[src/rtl/deosc_multi.sv]
// Multi-channel deoscillator: synchronizes N raw levels and filters each one.
// Latency: MODE 0 changes out TIME+2 edges after a new level; MODE 1 changes on edge 3.
// Backpressure: none; a free-running 1 MHz pipeline with no stall or handshake.
module deosc_multi #(
   parameter int N    = 4,
   parameter int TIME = 1000,
   parameter int MODE = 0,
   parameter int INIT = 1
) (
   input  logic         clkus,
   input  logic         rst,
   input  logic [N-1:0] in,
   input  logic         clr,
   output logic [N-1:0] out,
   output logic [N-1:0] rise,
   output logic [N-1:0] fall,
   output logic [7:0]   glitch_cnt
);

   localparam int            CW       = $clog2(TIME + 1);
   localparam logic [CW-1:0] CNT_LAST = CW'(TIME - 1);
   localparam logic [CW-1:0] CNT_ONE  = CW'(1);
   localparam logic          INIT_LVL = (INIT != 0);

   logic [N-1:0]  s1;
   logic [N-1:0]  s2;
   logic [CW-1:0] cnt     [N];
   logic [CW-1:0] cnt_nxt [N];
   logic [N-1:0]  chg;
   logic [N-1:0]  glitch;

   // Per-channel decision: whether out flips this edge, next counter value,
   // and whether a pending change was aborted (MODE 0 only).
   always_comb begin
      chg    = '0;
      glitch = '0;
      for (int i = 0; i < N; i++) begin
         cnt_nxt[i] = cnt[i];
         if (MODE == 0) begin
            // Symmetric: a new level must be seen TIME times in a row.
            if (s2[i] == out[i]) begin
               cnt_nxt[i] = '0;
               glitch[i]  = (cnt[i] != '0);
            end else if (cnt[i] == CNT_LAST) begin
               cnt_nxt[i] = '0;
               chg[i]     = 1'b1;
            end else begin
               cnt_nxt[i] = cnt[i] + CNT_ONE;
            end
         end else begin
            // Fast attack: follow immediately, then ignore input for TIME edges.
            if (cnt[i] != '0) begin
               cnt_nxt[i] = cnt[i] - CNT_ONE;
            end else if (s2[i] != out[i]) begin
               cnt_nxt[i] = CNT_LAST;
               chg[i]     = 1'b1;
            end
         end
      end
   end

   // Synchronizer, filtered levels, edge pulses and per-channel counters.
   always_ff @(posedge clkus) begin
      if (rst) begin
         s1   <= {N{INIT_LVL}};
         s2   <= {N{INIT_LVL}};
         out  <= {N{INIT_LVL}};
         rise <= '0;
         fall <= '0;
         for (int i = 0; i < N; i++) begin
            cnt[i] <= '0;
         end
      end else begin
         s1   <= in;
         s2   <= s1;
         out  <= out ^ chg;
         rise <= chg & ~out;
         fall <= chg & out;
         for (int i = 0; i < N; i++) begin
            cnt[i] <= cnt_nxt[i];
         end
      end
   end

   // Shared glitch counter: one step per edge with any aborted change, saturating.
   always_ff @(posedge clkus) begin
      if (rst || clr) begin
         glitch_cnt <= '0;
      end else if ((|glitch) && (glitch_cnt != 8'hFF)) begin
         glitch_cnt <= glitch_cnt + 8'd1;
      end
   end

endmodule

[config.mk]
export PLATFORM = sky130hd
export DESIGN_NAME = deosc_multi
export DESIGN_NICKNAME = d
export VERILOG_FILES = /design/src/rtl/deosc_multi.sv
export SDC_FILE = /design/constraint.sdc
export NUM_CORES = 1
export LEC_CHECK = 0
export ABC_AREA = 1
export BUFFER_PORTS_ARGS = -buffer_cell sky130_fd_sc_hd__buf_2
export CELL_PAD_IN_SITES_DETAIL_PLACEMENT = 1
export CELL_PAD_IN_SITES_GLOBAL_PLACEMENT = 1
export CORE_ASPECT_RATIO = 0.5
export CORE_MARGIN = 1
export CORE_UTILIZATION = 46
export CTS_CLUSTER_SIZE = 28
export DETAILED_ROUTE_END_ITERATION = 10
export GPL_ROUTABILITY_DRIVEN = 1
export GPL_TIMING_DRIVEN = 0
export HOLD_SLACK_MARGIN = 0.02
export PLACE_DENSITY = 0.89
export SLEW_MARGIN = 0
export SYNTH_ARGS = -nofsm -noshare
export SYNTH_HDL_FRONTEND = slang
export SYNTH_SLANG_ARGS = --single-unit
[constraint.sdc]
create_clock -name clkus -period 4.29 [get_ports clkus]
set_clock_uncertainty 0.15 [all_clocks]
set_input_delay 0.429 -clock clkus [delete_from_list [all_inputs] [get_ports clkus]]
set_output_delay 0.429 -clock clkus [all_outputs]
set_load 0.02 [all_outputs]
Word level (Yosys, flattened, before mapping)
Memories as Yosys holds them, arrays and structs flattened.
Index checks and enable logic that the tools add are counted.
Storage, ports and cells
  bits in registers: 28
  bits in latches: 0
  bits in writable memories: 40
  ROM bits: 0
  bits of input ports: 7
  memories kept: 1
Operators by class
  $add $sub $neg: 5
  multipliers: 0
  divide/modulo/power cells: 0
  $lt $le $gt $ge: 0
  eq/ne operators: 9
  shift operators: 0
  multiplexer cells: 27
  bitwise gates (word level): 8
  reduce and logical (&&, ||, !) cells: 7
Memory list
  cnt: words 4, bits a word 10, read ports 4, clocked after memory_dff 0, wr ports 4, RTL line 27  | logic [CW-1:0] cnt [N];
Operators by type and width (number)
  10-bit two-way mux: 12
  10-bit by 1-bit adder with 10-bit output (second input constant): 4
  10-bit == test (second input constant): 4
  10-bit nonzero test: 4
  1-bit two-way mux: 15
  8-bit by 1-bit adder with 8-bit output (second input constant): 1
  4-bit AND: 2
  8-bit inequality test (second input constant): 1
  1-bit == test: 4
  4-bit inverter: 1
  1-bit OR: 4
  4-bit OR reduction: 1
  4-bit bitwise XOR: 1
  1-bit logical AND: 1
  1-bit logical OR: 1

Longest topological paths before layout
Gate-level depths: netlist of the first run.
  word-level depth: 4
  depth in mapped cells: 11
  gate-level depth less buffers: 11

Least setup slack after synthesis of the first run
Ideal clock, no wire load.
  kind: register to register
  start point: reg glitch_cnt[0]
  end point: reg glitch_cnt[5]
  setup time: 0.115 ns
  arrival time: 1.460 ns
  required time: 4.025 ns
  setup slack: 2.565 ns
  stages on the path, launching flop included: 9
  period minus slack after synthesis: 1.725 ns
  path through: dfxtp_1 > ha_1 > nand2_1 > nor2_1 > nand4_1 > nand2_1 > inv_1 > a21oi_1 > nor2_1
Between the ends
  word-level cells in the longest chain between the ends: 2
Ends and longest elaborated chain
  start, declared: RTL line 17  | output logic [7:0] glitch_cnt
  start signal, assigned: RTL line 90  | glitch_cnt <= glitch_cnt + 8'd1;
  branches (longest 2 deep; another with 8-bit by 1-bit adder with 8-bit output)
Several ways; the timed one is not identified.
A chain may end at the register's enable or synchronous reset.

Worst setup path in the final report of the first run
  start point: reg glitch_cnt[0]
  end point: reg glitch_cnt[4]
The elaborated chain is that of the path after synthesis.

==> results_tabular.tex, run 1 <==
\begin{tabular}{lr}
\hline
Metric & Value \\
\hline
\multicolumn{2}{l}{\textbf{Floorplan}} \\
\quad Die area & 0.00673 mm² \\
\quad I/O pins & 27 \\
\quad Horizontal extent of the die & 115 µm \\
\quad Height of the chip & approximately 60 µm \\
\quad Placeable core area & around 0.0061 mm² \\
\quad Number of placement rows & 20 \\
\quad Initial Util & between 40 and 50\% \\
\multicolumn{2}{l}{\textbf{Placed design}} \\
\quad Final weighted congestion in routability-driven placement & about 0.84 \\
\quad Post-DP HPWL & 5230 µm \\
\quad Buffers on Ports & 26 \\
\multicolumn{2}{l}{\textbf{Logic synthesis}} \\
\quad Synth warn & 0 \\
\quad Cells taking the most area after synthesis & dfxtp\_1 46\%, nor2\_1 9.8\%, nand2\_1 6.8\%, inv\_1 6.5\%, ha\_1 3.8\% \\
\quad Synth top area share & 46.3\% \\
\quad Gate count after technology mapping & 382 \\
\quad Most common library cells after synthesis & 77 x nor2\_1, 68 x dfxtp\_1, 53 x nand2\_1 \\
\quad Most frequent cell after synthesis & nor2\_1 \\
\quad Combined area of all synthesized cells & roughly 0.0029 mm² \\
\quad Mean cell area of the mapped netlist & roughly 7.7 µm² \\
\quad Async set or reset register ratio after synthesis & 0\% \\
\quad Synth Flop Type & dfxtp\_1 \\
\quad Cell type with the highest aggregate area in the netlist & dfxtp\_1 \\
\quad Part of the Yosys area used for sequential elements & a little under half \\
\quad \#FFs+latches synth & between 60 and 70 \\
\quad Post-synth net total & between 300 and 400 \\
\quad Number of library cell types mapped by synthesis & 31 \\
\quad Number of enable flip-flop cells after synthesis & 0 \\
\multicolumn{2}{l}{\textbf{Detailed routing}} \\
\quad Detailed-route wire length & approximately 8200 µm \\
\quad Final routed wire length divided by cell count & 15.9 µm \\
\quad Vias & $\sim$2.7k \\
\quad Antenna viol nets, final & 0 \\
\quad Via-to-Cell Ratio & 5.18 \\
\quad First-pass iteration count of the detailed router & 6 \\
\quad Remaining DRCs & 0 \\
\quad Iter 0 DRT Violations & between 100 and 150 \\
\multicolumn{2}{l}{\textbf{Global routing}} \\
\quad Total grt overflow & 0 \\
\quad Number of antenna violations at the first check in global routing & 0 \\
\quad Total Routing Usage GR & between 20 and 30\% \\
\quad Maximum number of pins on one net before global-route repair & 13 \\
\quad Number of global-route vias before repair & between 2k and 3k \\
\quad First-pass GRT wire length & roughly 14,000 µm \\
\multicolumn{2}{l}{\textbf{STA}} \\
\quad Unrepaired setup endpoints after global routing & false \\
\quad Max-slew violations & 0 \\
\quad Slew @ Worst Pin & roughly 0.62 ns \\
\quad FMAX & between 500 and 600 MHz \\
\quad Crit share post-route & between 40\% and 50\% \\
\quad Hold Fails Final Rpt & 0 \\
\quad Fin crit period & 1.93 ns \\
\quad Setup-violating endpoint count in the final report & 0 \\
\quad Slew margin rel. & around three fifths \\
\quad Accumulated negative setup slack & 0 ns \\
\multicolumn{2}{l}{\textbf{Setup path}} \\
\quad Reg-to-reg setup timing slack & approximately 2.4 ns \\
\quad Required time reported for the critical path endpoint & 4.37 ns \\
\quad Crit Reg-Reg Endpoint & glitch\_cnt[4] \\
\quad Crit Path Max Fanout & 7 \\
\quad Critical setup path kind & reg2reg \\
\quad Critical Path End Type & register \\
\quad Worst Path Arrival & $\sim$2 ns \\
\quad Cells on worst reg2reg path & 10 \\
\quad Startpoint of the worst-slack reg-to-reg timing path & glitch\_cnt[0] \\
\quad CP Launch Type & register \\
\multicolumn{2}{l}{\textbf{Clock tree}} \\
\quad Number of clock sinks seen by CTS & 68 \\
\quad TritonCTS clock tree & done \\
\quad Register clock-pin slew on the reported worst setup and hold paths & $\sim$0.06 ns \\
\quad CTS root buffer & clkbuf\_16 \\
\quad Total CTS buffers & 9 \\
\quad Number of buffers between clock root and the deepest sink & 2 \\
\quad Number of hold buffers added after cts & 0 \\
\quad Setup Buffers After CTS & 0 \\
\quad Clock insertion delay at the later pin of the skew report & 0.34 ns \\
\quad Resized Gates After CTS & 0 \\
\quad Number of H-tree branching levels & 3 \\
\multicolumn{2}{l}{\textbf{Cells and area}} \\
\quad Ratio of cells with drive above 1 in the final layout & between 10\% and 20\% \\
\quad Area overhead of the layout relative to synthesis & 19.3\% \\
\quad Final net count & $\sim$440 \\
\quad Layout Utilization & 57.4\% \\
\quad Antenna diode count & 0 \\
\multicolumn{2}{l}{\textbf{Flow run}} \\
\quad Max-cap viol count & 0 \\
\multicolumn{2}{l}{\textbf{Run status}} \\
\quad Outcome & finished, final reports clean \\
\multicolumn{2}{l}{\textbf{Power}} \\
\quad Leakage & between 0.001 and 0.0015 µW \\
\quad Power density over the cells & approximately 430 mW/mm² \\
\quad Maximum vdd drop & about 0.24 mV \\
\multicolumn{2}{l}{\textbf{Min path}} \\
\quad Worst hold path depth & 2 \\
\quad Hold\_sp & in[3] \\
\quad Tightest Hold Check Type & in2reg \\
\quad Worst min-delay path endpoint & s1[3] \\
\hline
\end{tabular}
## layout make-up
class	count	area, µm²
Fill cell	762	2600
Multi-Input combinational cell	260	1370
Sequential cell	68	1360
Clock buffer	10	239
Inverter	52	195
Timing Repair Buffer	26	130
Tap cell	88	110
Clock inverter	6	87.6
Buffer	2	15.0
## cell usage in the layout (no fill, tap or decap), types with 2 or more instances in the layout
cell and n:
dfxtp_1 68, buf_2 26, nand3_2 5, clkinvlp_4 3, bufinv_16 2, nand3_1 22, a31oi_1 4, or2_2 9
a21oi_1 17, xnor2_1 5, nand2_1 53, nor2_2 4, nand4_1 5, o21ai_0 4, inv_1 51, xor2_1 9
nor3b_1 5, nand2_2 2, nor2_1 77, o211ai_1 4, clkbuf_16 9, ha_1 9, nor3_1 14, nor4_1 4
## cell families (layout without fill, tap and decap cells)
| family | count (synthesis) | in the layout | synth area share, % |
|---|---|---|---|
| compound gates | 34 | 34 | 6.85 |
| xor+xnor | 14 | 14 | 4.17 |
| fa+ha+maj | 9 | 9 | 3.83 |
| buf+inv | 54 | 96 | 7.15 |
| flops | 68 | 68 | 46.3 |
| simple gates | 203 | 203 | 31.7 |
## worst max-delay path, stage by stage, from the launching register on
cell	delay [ns]
dfxtp_1	0.40
ha_1	0.21
nand2_1	0.09
nor2_1	0.13
nand4_1	0.32
inv_1	0.20
nor3_1	0.09
nand2_1	0.08
nand2_1	0.06
nand2_1	0.06
nor2_1	0.04
## per-layer routing
metal / up-vias / track usage (%) / wire, µm
met5: - / 0 / 0
met4: 0 / 11.1 / 159
met3: 15 / 7.31 / 219
met2: 41 / 51.2 / 4330
met1: 1301 / 29.8 / 3460
li1: 1294 / - / -
## worst max-delay path by stage
stage,endpoint,cells after the start,startpoint,slack (ns)
after floorplan,glitch_cnt[5],8,glitch_cnt[0],2.56
after global placement,glitch_cnt[7],8,glitch_cnt[0],2.56
after detailed placement,glitch_cnt[5],8,glitch_cnt[0],2.43
after CTS,glitch_cnt[4],10,glitch_cnt[0],2.36
after global routing,glitch_cnt[4],10,glitch_cnt[0],2.21
final,glitch_cnt[4],10,glitch_cnt[0],2.36
## per-stage QoR
stage | total power, µW | cells | hold WS (ns) | setup slack [ns] | instance area (µm²)
detailed placement | 694 | 496 | 0.257 | 2.43 | 3180
finish | 1490 | 512 | 0.130 | 2.36 | 3510
floorplan | 681 | 382 | 0.239 | 2.56 | 2940
global route | 1530 | 512 | 0.125 | 2.21 | 3510
global placement | 691 | 496 | 0.243 | 2.56 | 3180
CTS | 1500 | 512 | 0.122 | 2.36 | 3510
## where the power goes
part / internal, µW / leakage, µW / switching (µW)
combinational: 14.3 / 0.000701 / 27.6
clock: 523 / 0.000151 / 285
sequential: 637 / 0.000550 / 3.76
## sequential cells by signal (all words and copies together), names as in the netlist, named ones only
register    cells
glitch_cnt      8
fall            4
rise            4
s2              4
s1              4
cnt            40
Power figures use the tool's default switching activity.
==> run 2: changes to the inputs <==
--- a/config.mk
+++ b/config.mk
@@ -11,13 +11,13 @@
 export CELL_PAD_IN_SITES_GLOBAL_PLACEMENT = 1
 export CORE_ASPECT_RATIO = 0.5
 export CORE_MARGIN = 1
-export CORE_UTILIZATION = 46
+export CORE_UTILIZATION = 43
 export CTS_CLUSTER_SIZE = 28
 export DETAILED_ROUTE_END_ITERATION = 10
 export GPL_ROUTABILITY_DRIVEN = 1
 export GPL_TIMING_DRIVEN = 0
 export HOLD_SLACK_MARGIN = 0.02
-export PLACE_DENSITY = 0.89
+export PLACE_DENSITY = 0.84
 export SLEW_MARGIN = 0
 export SYNTH_ARGS = -nofsm -noshare
 export SYNTH_HDL_FRONTEND = slang
==> constraint.sdc (replaced) <==
create_clock -name clkus -period 2 [get_ports clkus]
set_clock_uncertainty 0.15 [all_clocks]
set_input_delay 0.2 -clock clkus [delete_from_list [all_inputs] [get_ports clkus]]
set_output_delay 0.2 -clock clkus [all_outputs]
set_load 0.02 [all_outputs]
==> run 2 against run 1 <==
Setup slack worse by 2.3 ns. Maximum frequency increased by 1.7%. Die area is 6.8% higher. Global-route usage shrank 4.7 points. Flip-flop and latch count did not move. Count of clock-buffer cells in the layout grew 1. Wire length down 7.4%. Non-clock buffer count increased by 7. Total power grew 110%. Register-to-register slack got worse by 2.3 ns. Core utilization decreased by 1.4 points. First-iteration DRC count shrank 23%. Critical endpoint is now glitch_cnt[3].
==> results_tabular.tex, run 2 (synthesis gave the netlist of run 1 again) <==
\begin{tabular}{lr}
\hline
Metric & Value \\
\hline
\multicolumn{2}{l}{\textbf{Setup path}} \\
\quad CP Launch Type & register \\
\quad Number of buffer and inverter stages on the critical path & 1 (unchanged) \\
\quad Critical setup path kind & reg2reg \\
\quad Slowest stage cell on the critical path & dfxtp\_1 \\
\quad CP dominant cell by count & nor2\_1 \\
\quad Critical Path End Type & register \\
\quad WP depth & 9 (-1) \\
\quad Cells on worst reg2reg path & 9 (-1) \\
\quad List of cells traversed by the critical path & ha\_1 > nand2\_1 > nor2\_1 > nand4\_1 > inv\_1 > nor2\_1 > nand3\_2 > nand2\_1 > nor2\_1 \\
\quad Worst Path Arrival & 2.01 ns (about the same) \\
\quad Peak per-stage delay on the critical path & 0.39 ns (about the same) \\
\quad CP delay by family, top & simple AND/OR/NAND/NOR gates \\
\quad Crit Path Max Fanout & 6 (-1) \\
\quad Required time reported for the critical path endpoint & 2.11 ns (-2.26 ns) \\
\multicolumn{2}{l}{\textbf{Detailed routing}} \\
\quad Vias & 2,601 (-1.9\%) \\
\quad Remaining DRCs & 0 (unchanged) \\
\quad Final routed wire length divided by cell count & 14.6 µm (-8.7\%) \\
\quad First-pass iteration count of the detailed router & 4 (-2) \\
\quad Iter 0 DRT Violations & 106 (-23\%) \\
\quad Detailed-route wire length & 7550 µm (-7.4\%) \\
\quad Antenna viol nets, final & 0 (unchanged) \\
\quad Via-to-Cell Ratio & 5.01 (-3.2\%) \\
\multicolumn{2}{l}{\textbf{Placed design}} \\
\quad Post-DP HPWL & 5010 µm (-4.3\%) \\
\quad Buffers on Ports & 26 (unchanged) \\
\quad Placed cell areas & 0.00318 mm² (unchanged) \\
\quad Final weighted congestion in routability-driven placement & 0.820 (-2.3\%) \\
\quad Number of cells after detailed placement & 496 (unchanged) \\
\multicolumn{2}{l}{\textbf{Clock tree}} \\
\quad CTS root buffer & clkbuf\_16 \\
\quad Number of clock sinks seen by CTS & 68 (unchanged) \\
\quad TritonCTS clock tree & done \\
\quad Number of buffers between clock root and the deepest sink & 2 (unchanged) \\
\quad Total CTS buffers & 9 (unchanged) \\
\quad Clock insertion delay at the later pin of the skew report & 0.34 ns (about the same) \\
\quad Register clock-pin slew on the reported worst setup and hold paths & 0.05 ns (about the same) \\
\quad Number of H-tree branching levels & 3 (unchanged) \\
\multicolumn{2}{l}{\textbf{Cells and area}} \\
\quad Largest register FFs & 40 (unchanged) \\
\quad Final net count & 442 (+1.6\%) \\
\quad Antenna diode count & 0 (unchanged) \\
\quad Final std cell area, no fill & 0.00355 mm² (+1.2\%) \\
\quad Most common library cell in the layout ignoring fill and taps & nor2\_1 \\
\quad Finished Layout Cells & 519 (+1.4\%) \\
\quad Most flop-heavy register & cnt \\
\quad Ratio of cells with drive above 1 in the final layout & 16.5\% (+0.67 points) \\
\quad Most used cells in the layout excluding fill and tap cells & 77 x nor2\_1, 68 x dfxtp\_1, 53 x nand2\_1 \\
\quad Area overhead of the layout relative to synthesis & 20.8\% \\
\quad Registers with the highest flip-flop counts & cnt: 40 flops, glitch\_cnt: 8 flops \\
\multicolumn{2}{l}{\textbf{Power}} \\
\quad NetSw & 648 µW (+100\%) \\
\quad Maximum vdd drop & 0.435 mV (+78\%) \\
\quad Clock Power Share & 52.2\% (-2.0 points) \\
\quad Net switching share of the total power & 21.1\% (-0.16 points) \\
\quad Comb pwr share & 3.0\% (+0.2 points) \\
\quad Power density over the cells & 866 mW/mm² (+100\%) \\
\quad Design Power & 3070 µW (+110\%) \\
\quad Sequential share of power & 44.7\% (+1.7 points) \\
\quad Cell-internal power & 2430 µW (+110\%) \\
\quad Leakage & 0.00144 µW (+2.4\%) \\
\multicolumn{2}{l}{\textbf{STA}} \\
\quad Max-slew violations & 0 (unchanged) \\
\quad Crit share post-route & 95.0\% (+50 points) \\
\quad Fin crit period & 1.90 ns (-0.0320 ns) \\
\quad Setup-violating endpoint count in the final report & 0 (unchanged) \\
\quad Slew @ Worst Pin & 0.579 ns (-0.0389 ns) \\
\quad FMAX & 527 MHz (+1.7\%) \\
\quad Slew margin rel. & 61.2\% (+2.6 points) \\
\quad Hold Fails Final Rpt & 0 (unchanged) \\
\multicolumn{2}{l}{\textbf{Floorplan}} \\
\quad Placeable core area & 0.00633 mm² (+3.7\%) \\
\quad Die area & 0.00719 mm² (+6.8\%) \\
\quad Number of placement rows & 20 (unchanged) \\
\quad I/O pins & 27 (unchanged) \\
\quad Initial Util & 46.4\% (-1.7 points) \\
\quad Horizontal extent of the die & 119 µm (+3.4\%) \\
\quad Height of the chip & 60.5 µm (+3.3\%) \\
\multicolumn{2}{l}{\textbf{Global routing}} \\
\quad First-pass GRT wire length & 12,200 µm (-11\%) \\
\quad Number of antenna violations at the first check in global routing & 0 (unchanged) \\
\quad Total Routing Usage GR & 22.5\% (-4.7 points) \\
\quad Maximum number of pins on one net before global-route repair & 12 (-1) \\
\quad Number of global-route vias before repair & 2,743 (-2.6\%) \\
\quad Total grt overflow & 0 (unchanged) \\
\multicolumn{2}{l}{\textbf{Min path}} \\
\quad Worst hold path depth & 2 (unchanged) \\
\quad Tightest Hold Check Type & in2reg \\
\multicolumn{2}{l}{\textbf{Run status}} \\
\quad Outcome & finished, final reports clean \\
\multicolumn{2}{l}{\textbf{Flow run}} \\
\quad Max-cap viol count & 0 (unchanged) \\
\hline
\end{tabular}
-- run 2: final cells by class --
cell class	count	area, µm²
clock buffers	11	253
well taps	88	110
repair buffers	33	193
flip-flops and latches	68	1360
inverters	52	195
clock inverters	5	50.0
fillers	797	2780
multi-input cells	260	1370
plain buffers	2	15.0
-- run 2: path summary, 6_finish.rpt --
kind	start	endpoint	slack, ns
max	glitch_cnt[0]	glitch_cnt[3]	0.10
min reg2reg	s1[2]	s2[2]	0.28
min	rst	s2[2]	0.04
max reg2reg	glitch_cnt[0]	glitch_cnt[3]	0.10
-- run 2: repair_timing --
item / 4_1_cts / 5_1_grt
gates resized for setup: 0 / 1
hold buffers: 4 / 0
buffers inserted: 0 / 3
endpoints found under the setup margin: 0 / 6
endpoints found under the hold margin: 4 / 0
-- run 2: stage by stage --
step                      TNS (ns)  worst slack (ns)  hold WS [ns]  util [%]
final                            0             0.101        0.0446      56.1
after CTS                        0            0.0824        0.0339      55.6
after global placement           0             0.246         0.234      50.2
after floorplan                  0             0.275         0.154         -
after detailed placement         0             0.144         0.238      50.2
after global routing       -0.0577           -0.0527        0.0548      56.1
-- run 2: routing by layer --
| metal | GRT usage, % | share of wire, % |
|---|---|---|
| met5 | 0 | 0 |
| met1 | 23.0 | 44 |
| met3 | 7.99 | 3.2 |
| met2 | 43.7 | 51 |
| met4 | 9.95 | 2.3 |
-- run 2: power by group through the flow --
stage | sequential [µW] | clock, µW | combinational [µW]
final | 1380 | 1610 | 93.0
after global routing | 1380 | 1680 | 103
after CTS | 1380 | 1630 | 92.2
after detailed placement | 1400 | 0 | 82.7
after global placement | 1400 | 0 | 78.7
after floorplan | 1400 | 0 | 55.7
